$ cat config.mk
export PLATFORM = sky130hd
export DESIGN_NAME = pmem_arbiter
export DESIGN_NICKNAME = d
export VERILOG_FILES = /design/src/rtl/pmem_arbiter.sv
export SDC_FILE = /design/constraint.sdc
export NUM_CORES = 1
export LEC_CHECK = 0
export CELL_PAD_IN_SITES_DETAIL_PLACEMENT = 0
export CELL_PAD_IN_SITES_GLOBAL_PLACEMENT = 1
export CORE_AREA = 2 2 649 651
export DETAILED_ROUTE_END_ITERATION = 7
export DIE_AREA = 0 0 651 653
export HOLD_SLACK_MARGIN = 0.1
export PLACE_DENSITY = 0.35
export SYNTH_ARGS = -nofsm -noshare
export SYNTH_HDL_FRONTEND = slang
export SYNTH_SLANG_ARGS = --single-unit
$ cat constraint.sdc
create_clock -name clk -period 2.91 [get_ports clk]
set_input_delay 0.582 -clock clk [delete_from_list [all_inputs] [get_ports clk]]
set_output_delay 0.582 -clock clk [all_outputs]
set_load 0.005 [all_outputs]
$ cat src/rtl/pmem_arbiter.sv
// pmem_arbiter
//   Shares one cacheline adaptor (256-bit line <-> 32-bit pmem beats) between
//   the I-cache and the D-cache. Requests from both caches are arbitrated. The
//   winner's command is latched onto the adaptor and held until ca_resp. The
//   returned line and a one-cycle resp pulse then go back to the winner only.
//
// Ports
//   clk, rst                 clock; asynchronous active-low reset
//   i_read/i_write/i_addr/i_wdata  I-cache line request, held until i_resp
//   i_rdata, i_resp          line and one-cycle completion back to I-cache
//   d_read/d_write/d_addr/d_wdata  D-cache line request, held until d_resp
//   d_rdata, d_resp          line and one-cycle completion back to D-cache
//   ca_read/ca_write/ca_addr/ca_wdata  latched command to the adaptor
//   ca_rdata, ca_resp        line and one-cycle completion from the adaptor
//
// Configuration
//   PMEM_ARB_RR_EN  defined  : when both caches request, grant alternates with
//                              the previous grant.
//                   undefined: D has priority. I is granted once D has won
//                              MAX_D_STREAK times in a row while I waited.

module pmem_arbiter #(
  parameter int ADDR_W       = 32,
  parameter int LINE_W       = 256,
  parameter int MAX_D_STREAK = 4
) (
  input  logic              clk,
  input  logic              rst,
  input  logic              i_read,
  input  logic              i_write,
  input  logic [ADDR_W-1:0] i_addr,
  input  logic [LINE_W-1:0] i_wdata,
  output logic [LINE_W-1:0] i_rdata,
  output logic              i_resp,
  input  logic              d_read,
  input  logic              d_write,
  input  logic [ADDR_W-1:0] d_addr,
  input  logic [LINE_W-1:0] d_wdata,
  output logic [LINE_W-1:0] d_rdata,
  output logic              d_resp,
  output logic              ca_read,
  output logic              ca_write,
  output logic [ADDR_W-1:0] ca_addr,
  output logic [LINE_W-1:0] ca_wdata,
  input  logic [LINE_W-1:0] ca_rdata,
  input  logic              ca_resp
);

  typedef enum logic [1:0] {IDLE = 2'd0, BUSY = 2'd1, DONE = 2'd2} state_e;

  state_e              state_q, state_d;
  logic                grantD_q, grantD_d;
  logic                caRead_q, caRead_d;
  logic                caWrite_q, caWrite_d;
  logic [ADDR_W-1:0]   caAddr_q, caAddr_d;
  logic [LINE_W-1:0]   caWdata_q, caWdata_d;
  logic [LINE_W-1:0]   iRdata_q, iRdata_d;
  logic [LINE_W-1:0]   dRdata_q, dRdata_d;
  logic                iResp_q, iResp_d;
  logic                dResp_q, dResp_d;
  logic                iReq, dReq, pickD;

  assign iReq = i_read | i_write;
  assign dReq = d_read | d_write;

`ifdef PMEM_ARB_RR_EN
  logic lastGrantD_q, lastGrantD_d;

  // A contested grant goes to whichever side did not win last time.
  assign pickD = dReq & (~iReq | ~lastGrantD_q);
`else
  localparam int STREAK_W = $clog2(MAX_D_STREAK + 1);
  localparam logic [STREAK_W-1:0] STREAK_MAX = STREAK_W'(MAX_D_STREAK);
  logic [STREAK_W-1:0] dStreak_q, dStreak_d;

  // D wins a contested grant until it has won STREAK_MAX times in a row
  // while I was waiting.
  assign pickD = dReq & (~iReq | (dStreak_q < STREAK_MAX));
`endif

  // Next-state and output logic. Everything leaving the block is a register.
  always_comb begin
    state_d   = state_q;
    grantD_d  = grantD_q;
    caRead_d  = caRead_q;
    caWrite_d = caWrite_q;
    caAddr_d  = caAddr_q;
    caWdata_d = caWdata_q;
    iRdata_d  = iRdata_q;
    dRdata_d  = dRdata_q;
    iResp_d   = iResp_q;
    dResp_d   = dResp_q;
`ifdef PMEM_ARB_RR_EN
    lastGrantD_d = lastGrantD_q;
`else
    dStreak_d    = dStreak_q;
`endif
    case (state_q)
      IDLE: begin
        if (iReq | dReq) begin
          grantD_d = pickD;
          // If a cache raises both read and write, the write is taken.
          if (pickD) begin
            caWrite_d = d_write;
            caRead_d  = d_read & ~d_write;
            caAddr_d  = d_addr;
            caWdata_d = d_wdata;
          end else begin
            caWrite_d = i_write;
            caRead_d  = i_read & ~i_write;
            caAddr_d  = i_addr;
            caWdata_d = i_wdata;
          end
`ifdef PMEM_ARB_RR_EN
          lastGrantD_d = pickD;
`else
          // The streak counts only D wins that made I wait.
          if (pickD && iReq) begin
            if (dStreak_q != STREAK_MAX) dStreak_d = dStreak_q + STREAK_W'(1);
          end else begin
            dStreak_d = '0;
          end
`endif
          state_d = BUSY;
        end
      end
      BUSY: begin
        if (ca_resp) begin
          if (grantD_q) begin
            dRdata_d = ca_rdata;
            dResp_d  = 1'b1;
          end else begin
            iRdata_d = ca_rdata;
            iResp_d  = 1'b1;
          end
          caRead_d  = 1'b0;
          caWrite_d = 1'b0;
          state_d   = DONE;
        end
      end
      DONE: begin
        iResp_d = 1'b0;
        dResp_d = 1'b0;
        state_d = IDLE;
      end
      default: state_d = IDLE;
    endcase
  end

  // State register. Reset abandons any transaction in flight.
  always_ff @(posedge clk or negedge rst) begin
    if (!rst) begin
      state_q   <= IDLE;
      grantD_q  <= 1'b0;
      caRead_q  <= 1'b0;
      caWrite_q <= 1'b0;
      caAddr_q  <= '0;
      caWdata_q <= '0;
      iRdata_q  <= '0;
      dRdata_q  <= '0;
      iResp_q   <= 1'b0;
      dResp_q   <= 1'b0;
    end else begin
      state_q   <= state_d;
      grantD_q  <= grantD_d;
      caRead_q  <= caRead_d;
      caWrite_q <= caWrite_d;
      caAddr_q  <= caAddr_d;
      caWdata_q <= caWdata_d;
      iRdata_q  <= iRdata_d;
      dRdata_q  <= dRdata_d;
      iResp_q   <= iResp_d;
      dResp_q   <= dResp_d;
    end
  end

`ifdef PMEM_ARB_RR_EN
  // The first contested grant after reset goes to D.
  always_ff @(posedge clk or negedge rst) begin
    if (!rst) lastGrantD_q <= 1'b0;
    else      lastGrantD_q <= lastGrantD_d;
  end
`else
  always_ff @(posedge clk or negedge rst) begin
    if (!rst) dStreak_q <= '0;
    else      dStreak_q <= dStreak_d;
  end
`endif

  assign i_rdata  = iRdata_q;
  assign i_resp   = iResp_q;
  assign d_rdata  = dRdata_q;
  assign d_resp   = dResp_q;
  assign ca_read  = caRead_q;
  assign ca_write = caWrite_q;
  assign ca_addr  = caAddr_q;
  assign ca_wdata = caWdata_q;

  // Protocol misuse checks. The design tolerates these conditions, but they
  // mean the cache or the adaptor is not behaving as expected.
  assert property (@(posedge clk) disable iff (!rst) !(i_read && i_write));
  assert property (@(posedge clk) disable iff (!rst) !(d_read && d_write));
  assert property (@(posedge clk) disable iff (!rst) ca_resp |-> (state_q == BUSY));

endmodule
### After elaboration in Yosys (flattened, before gate mapping)

Index checks and enable logic that the tools add are counted.

| storage, ports and cells | value |
|---|---|
| output and inout bits | 804 |
| word-level logic and storage cells | 64 |
| flip-flop bits (word level) | 810 |
| bits of input ports | 839 |

| cells by class | value |
|---|---|
| bitwise operators | 11 |
| equal/unequal tests | 8 |
| $add $sub $neg | 1 |
| magnitude comparators | 1 |
| reductions and logical operators | 12 |
| muxes and demuxes | 20 |

Operators by type and width:

| kind | number |
|---|---|
| $mux W256 | 1 |
| $mux W32 | 1 |
| $reduce_and A3 Y1 | 6 |
| $mux W1 | 9 |
| $ne A2 B2 Y1 const B | 4 |
| $pmux W1 S2 | 4 |
| $mux W3 | 2 |
| $mux W2 | 2 |
| $not A1 Y1 | 4 |
| $or A1 B1 Y1 | 4 |
| $pmux W2 S2 | 1 |
| $reduce_and A2 Y1 | 2 |
| $reduce_bool A2 Y1 | 2 |
| $add A3 B1 Y3 const B | 1 |
| $and A1 B1 Y1 | 3 |
| $lt A3 B3 Y1 const B | 1 |
| $ne A3 B3 Y1 const B | 1 |
| $eq A2 B1 Y1 const B | 1 |
| $eq A2 B2 Y1 const B | 1 |
| $logic_not A2 Y1 | 1 |
| $ne A2 B1 Y1 const B | 1 |
| $logic_and A1 B1 Y1 | 1 |

### Logic depth before layout (Yosys ltp)

Gate-level depths: netlist of the first run.

| depth | value |
|---|---|
| depth after elaboration | 7 |
| depth in mapped cells | 8 |
| gate-level depth less buffers | 5 |

### Worst setup path after synthesis of the first run

Ideal clock, no wire load.

| path | value |
|---|---|
| kind | in2reg |
| from | input port d_read |
| to | register caWdata_q[109] (netlist: ca_wdata[109]) |
| data required time | 2.788 ns |
| setup time | 0.122 ns |
| slack | 0.995 ns |
| stages on the path | 8 |
| path buffers | 4 |
| arrival time | 1.793 ns |
| cell sequence | or2_2 > clkbuf_1 > and2_1 > buf_2 > buf_2 > buf_2 > a21oi_1 > a21oi_1 |

| on the way | value |
|---|---|
| cells in the longest elaborated chain, start to end | 3 |
| elaborated cells on any way between the ends | 5 |
| those cells by class | mux (1); bitwise (3); reduce/logical (1) |

RTL lines:

| element | RTL line | RTL |
|---|---|---|
| start: declaration | 35 | `input logic d_read,` |
| $or A1 B1 Y1 (*) | 64 | `assign dReq = d_read \| d_write;` |
| $and A1 B1 Y1 / $or A1 B1 Y1 (equally long branches) | 78, 100 |  |
| $mux W256 / $reduce_and A2 Y1 (equally long branches) | -- |  |
| end signal: assignment | 169 | `caWdata_q <= caWdata_d;` |
| end: declaration | 56 | `logic [LINE_W-1:0] caWdata_q, caWdata_d;` |

Mark *: on every way between the ends. The rest lies on a longest branch, timed or not.
A chain may end at the register's enable or synchronous reset.

### Worst setup path after layout of the first run

| path | value |
|---|---|
| from | register iRdata_q[162] (netlist: i_rdata[162]) |
| to | output port i_rdata[162] |

RTL lines:

| element | RTL line | RTL |
|---|---|---|
| start: declaration | 57 | `logic [LINE_W-1:0] iRdata_q, iRdata_d;` |
| start signal: assignment | 170 | `iRdata_q <= iRdata_d;` |
| end: declaration | 33 | `output logic [LINE_W-1:0] i_rdata,` |

No word-level cell between the ends.

==> results by group, run 1 <==
Status
  – Outcome: finished, final reports clean

Timing
  – Setup TNS Final: 0 ps
  – Relative slew slack: 48.69%
  – Max-slew violation count: 0
  – Actual transition at the worst max-transition pin: 769.6 ps
  – Clk_skew: 153.0 ps
  – Crit share post-route: 91.46%
  – Endpoints failing setup: 0
  – RSZ-0062 raised after global routing: no
  – Post-route setup slack: 248.4 ps
  – Count of final hold-check violations: 0
  – Shortest period the worst path allows: 2662 ps
  – Maximum operating frequency: 375.7 MHz

Critical path
  – R2R Setup Slk: 700 ps
  – Worst Path Max Fanout: 2
  – Startpoint types: register
  – Standard cell with the maximum stage delay on the critical path: sky130_fd_sc_hd__clkdlybuf4s50_1
  – Required time at the endpoint of the critical path: 2330 ps
  – Worst Reg2Reg Path Length in Cells: 8
  – Delay of the slowest cell on the worst path: 840 ps
  – Category of the most critical setup path: reg2out
  – Critical path arrival: 2080 ps
  – Kind of cell adding the most delay to the critical path: buffers and inverters
  – Capturing element type of the critical path: output pin
  – Capture point of the worst reg-to-reg path: d_rdata[138]
  – Buffer and inverter count on the worst path: 1
  – Start of the worst register-to-register path: state_q[1]
  – Cell chain of the critical path: clkdlybuf4s50_1

Clock tree
  – Clock insertion delay at the later pin of the skew report: 920 ps
  – Clock transition at the registers of the reported paths: 60 ps
  – Root Buffer: sky130_fd_sc_hd__clkbuf_16
  – Buffer depth of the longest clock path: 4
  – Clock tree from TritonCTS: done
  – Sinks on Clock Net: 810
  – Buffers inserted by post-CTS timing repair: 0
  – Clock buffer count from CTS: 117
  – CTS H-tree lvls: 3

Placement
  – Buffers added on ports: 1642
  – Minimum setup slack after placement: -96.00 ps
  – Global placer's final weighted congestion: 0.8713
  – Placed wire-length estimate after detailed placement: 240700 um
  – Number of cells after detailed placement: 9810

Route
  – First DRT Iteration DRCs: 1408
  – Routed length per placed instance: 28.13 um
  – Average via count per standard cell: 2.915
  – Post-route DRC: 0
  – Detailed-route via count: 29330
  – Number of search-and-repair iterations in the first detailed-routing pass: 5
  – Antenna Violating Nets Remaining: 0
  – Total routed wirelength: 283100 um

Floorplanning
  – Die X: 651 um
  – Number of primary I/O pins: 1643
  – Core Box Area: 0.4184 mm2
  – Number of standard-cell rows in the floorplan: 238
  – Starting density of the core: 7.707%
  – Chip Height: 653 um
  – Die ar.: 0.4251 mm2

Cells and area
  – Final standard cell count with taps included and fillers excluded: 10060
  – Layout Nets: 5251
  – Area growth from synthesis to final layout: 86.91%
  – Filler instances: 47040
  – Ratio of cells with drive above 1 in the final layout: 17.28%
  – Share of the core filled with cells in the final layout: 14.41%

Pwr
  – Standby leakage power: 22.65 nW
  – VDD IR max: 686.4 uV
  – Overall Power: 67.19 mW
  – Areal power density over the cells: 1115 mW/mm2

Synth
  – Post-synthesis net count: 3543
  – Yosys warning count: 0
  – Area leader, netlist: sky130_fd_sc_hd__dfrtp_1
  – Most instantiated flip-flop cell in the synthesis netlist: sky130_fd_sc_hd__dfrtp_1
  – Number of synthesized flops with an enable pin: 0
  – Mean instance size in the synthesized netlist: 11.93 um2
  – Part of the Yosys area used for sequential elements: 62.86%
  – Yosys cell types: 30
  – Fraction of post-synthesis cell area in the top cell type by area: 62.86%
  – Mapped Cells: 2702
  – Combined area of all synthesized cells: 0.03225 mm2
  – Library cell with the highest instance count after synthesis: sky130_fd_sc_hd__dfrtp_1
  – Asr flop ratio synth: 100.0%
  – #FFs+latches synth: 810
  – Leading cell types by count after synthesis: 810 x sky130_fd_sc_hd__dfrtp_1, 578 x sky130_fd_sc_hd__a21oi_1, 433 x sky130_fd_sc_hd__mux2_2
  – Dominant cells by area after synthesis: sky130_fd_sc_hd__dfrtp_1 63%, sky130_fd_sc_hd__mux2_2 15%, sky130_fd_sc_hd__a21oi_1 9.0%

GRT
  – Via count of the first global-routing pass: 31070
  – Number of antenna violations at the first check in global routing: 158
  – Wire length of the first global-routing pass: 356100 um
  – Total global routing overflow: 0
  – Aggregate global-route resource usage: 12.83%
  – Pin count of the biggest net entering global routing: 86

Min path
  – Endpoint of the worst hold-timing path: ca_wdata[176]
  – Beginning of the worst hold path: i_wdata[176]
  – Min-delay worst type: in2reg
  – Number of cells traversed by the worst hold path: 3

Run
  – Maximum capacitance violations: 0
==> repair_timing <==
action,in CTS,in global routing
hold endpoints to repair,13,0
endpoints found under the setup margin,8,0
gates resized for setup,8,0
hold buffers,1,0
==> registers in the layout (all words and copies together), names as in the netlist, 2 cells and up <==
signal     flops
state_q        2
i_rdata      256
ca_addr       32
d_rdata      256
dStreak_q      3
ca_wdata     256
==> cells by family after synthesis <==
| family | Yosys count | share of synthesized area [%] |
|---|---|---|
| mux | 512 | 17.88 |
| simple gates | 598 | 7.058 |
| buf+inv | 190 | 2.922 |
| fa+ha+maj | 2 | 0.07759 |
| flops | 810 | 62.86 |
| compound gates | 590 | 9.204 |
==> through the flow <==
step	hold WS (ps)	area [um2]
final	277.8	60270
after global routing	189.3	60220
after CTS	146.1	60170
after detailed placement	466.5	56240
after global placement	469.7	56240
after floorplan	286.4	32250
==> cells in the final DEF (no fill, tap or decap), types with 2 or more instances in the layout <==
| master | n |
|---|---|
| sky130_fd_sc_hd__dfrtp_1 | 810 |
| sky130_fd_sc_hd__clkbuf_1 | 24 |
| sky130_fd_sc_hd__nor2_1 | 290 |
| sky130_fd_sc_hd__clkbuf_8 | 30 |
| sky130_fd_sc_hd__nand2b_1 | 3 |
| sky130_fd_sc_hd__clkinv_2 | 20 |
| sky130_fd_sc_hd__diode_2 | 39 |
| sky130_fd_sc_hd__nand3_1 | 4 |
| sky130_fd_sc_hd__o21ai_0 | 5 |
| sky130_fd_sc_hd__a21oi_1 | 578 |
| sky130_fd_sc_hd__buf_4 | 101 |
| sky130_fd_sc_hd__clkdlybuf4s50_1 | 1617 |
| sky130_fd_sc_hd__dlygate4sd2_1 | 8 |
| sky130_fd_sc_hd__a21o_1 | 2 |
| sky130_fd_sc_hd__clkbuf_16 | 117 |
| sky130_fd_sc_hd__inv_6 | 2 |
| sky130_fd_sc_hd__bufinv_16 | 9 |
| sky130_fd_sc_hd__nand2_1 | 293 |
| sky130_fd_sc_hd__inv_1 | 4 |
| sky130_fd_sc_hd__clkinvlp_4 | 6 |
| sky130_fd_sc_hd__buf_12 | 46 |
| sky130_fd_sc_hd__ha_1 | 2 |
| sky130_fd_sc_hd__mux2_2 | 433 |
| sky130_fd_sc_hd__mux2_1 | 79 |
==> cell type report <==
| type | instances | area (um2) | area share [%] |
|---|---|---|---|
| clock buffer | 171 | 3431 | 5.692 |
| multi-input combinational | 1702 | 11080 | 18.39 |
| timing repair buffer | 1774 | 17960 | 29.80 |
| antenna | 39 | 97.59 | 0.1619 |
| inverter | 5 | 18.77 | 0.03114 |
| tap | 5520 | 6907 | 11.46 |
| clock inverter | 41 | 503.0 | 0.8345 |
| sequential | 810 | 20270 | 33.63 |
==> routing by layer <==
layer | wire length, um | vias up | track usage, %
met1 | 103400 | 15040 | 13.79
met2 | 157400 | 1131 | 25.20
met3 | 15540 | 379 | 2.831
met4 | 6533 | 32 | 2.745
li1 | - | 12750 | -
met5 | 209 | - | 0
==> report_power, final <==
group | switching, mW | total (mW) | internal, mW | leakage (nW)
registers | 4.21 | 21.3 | 17.1 | 9.42
clock network | 6.12 | 15.0 | 8.92 | 1.93
logic | 14.6 | 30.9 | 16.2 | 11.3
total | 25.0 | 67.2 | 42.2 | 22.7
==> worst max-delay path by stage <==
stage / startpoint / endpoint / slack, ps / cells after the start
final: i_rdata[162] / i_rdata[162] / 250 / 1
after global routing: ca_wdata[207] / ca_wdata[207] / 70 / 1
after CTS: i_rdata[177] / i_rdata[177] / 20 / 1
after detailed placement: i_write / ca_addr[23] / -100 / 6
after global placement: i_write / ca_addr[23] / -80 / 6
after floorplan: d_read / ca_wdata[109] / 990 / 8
(Power assumes the default switching activity.)
==> run 2: changes to the inputs <==
Settings changed: CAP_MARGIN from default to 20.
==> results of run 2 <==
Same layout as run 1: the final DEF is identical, and so are final timing and power.
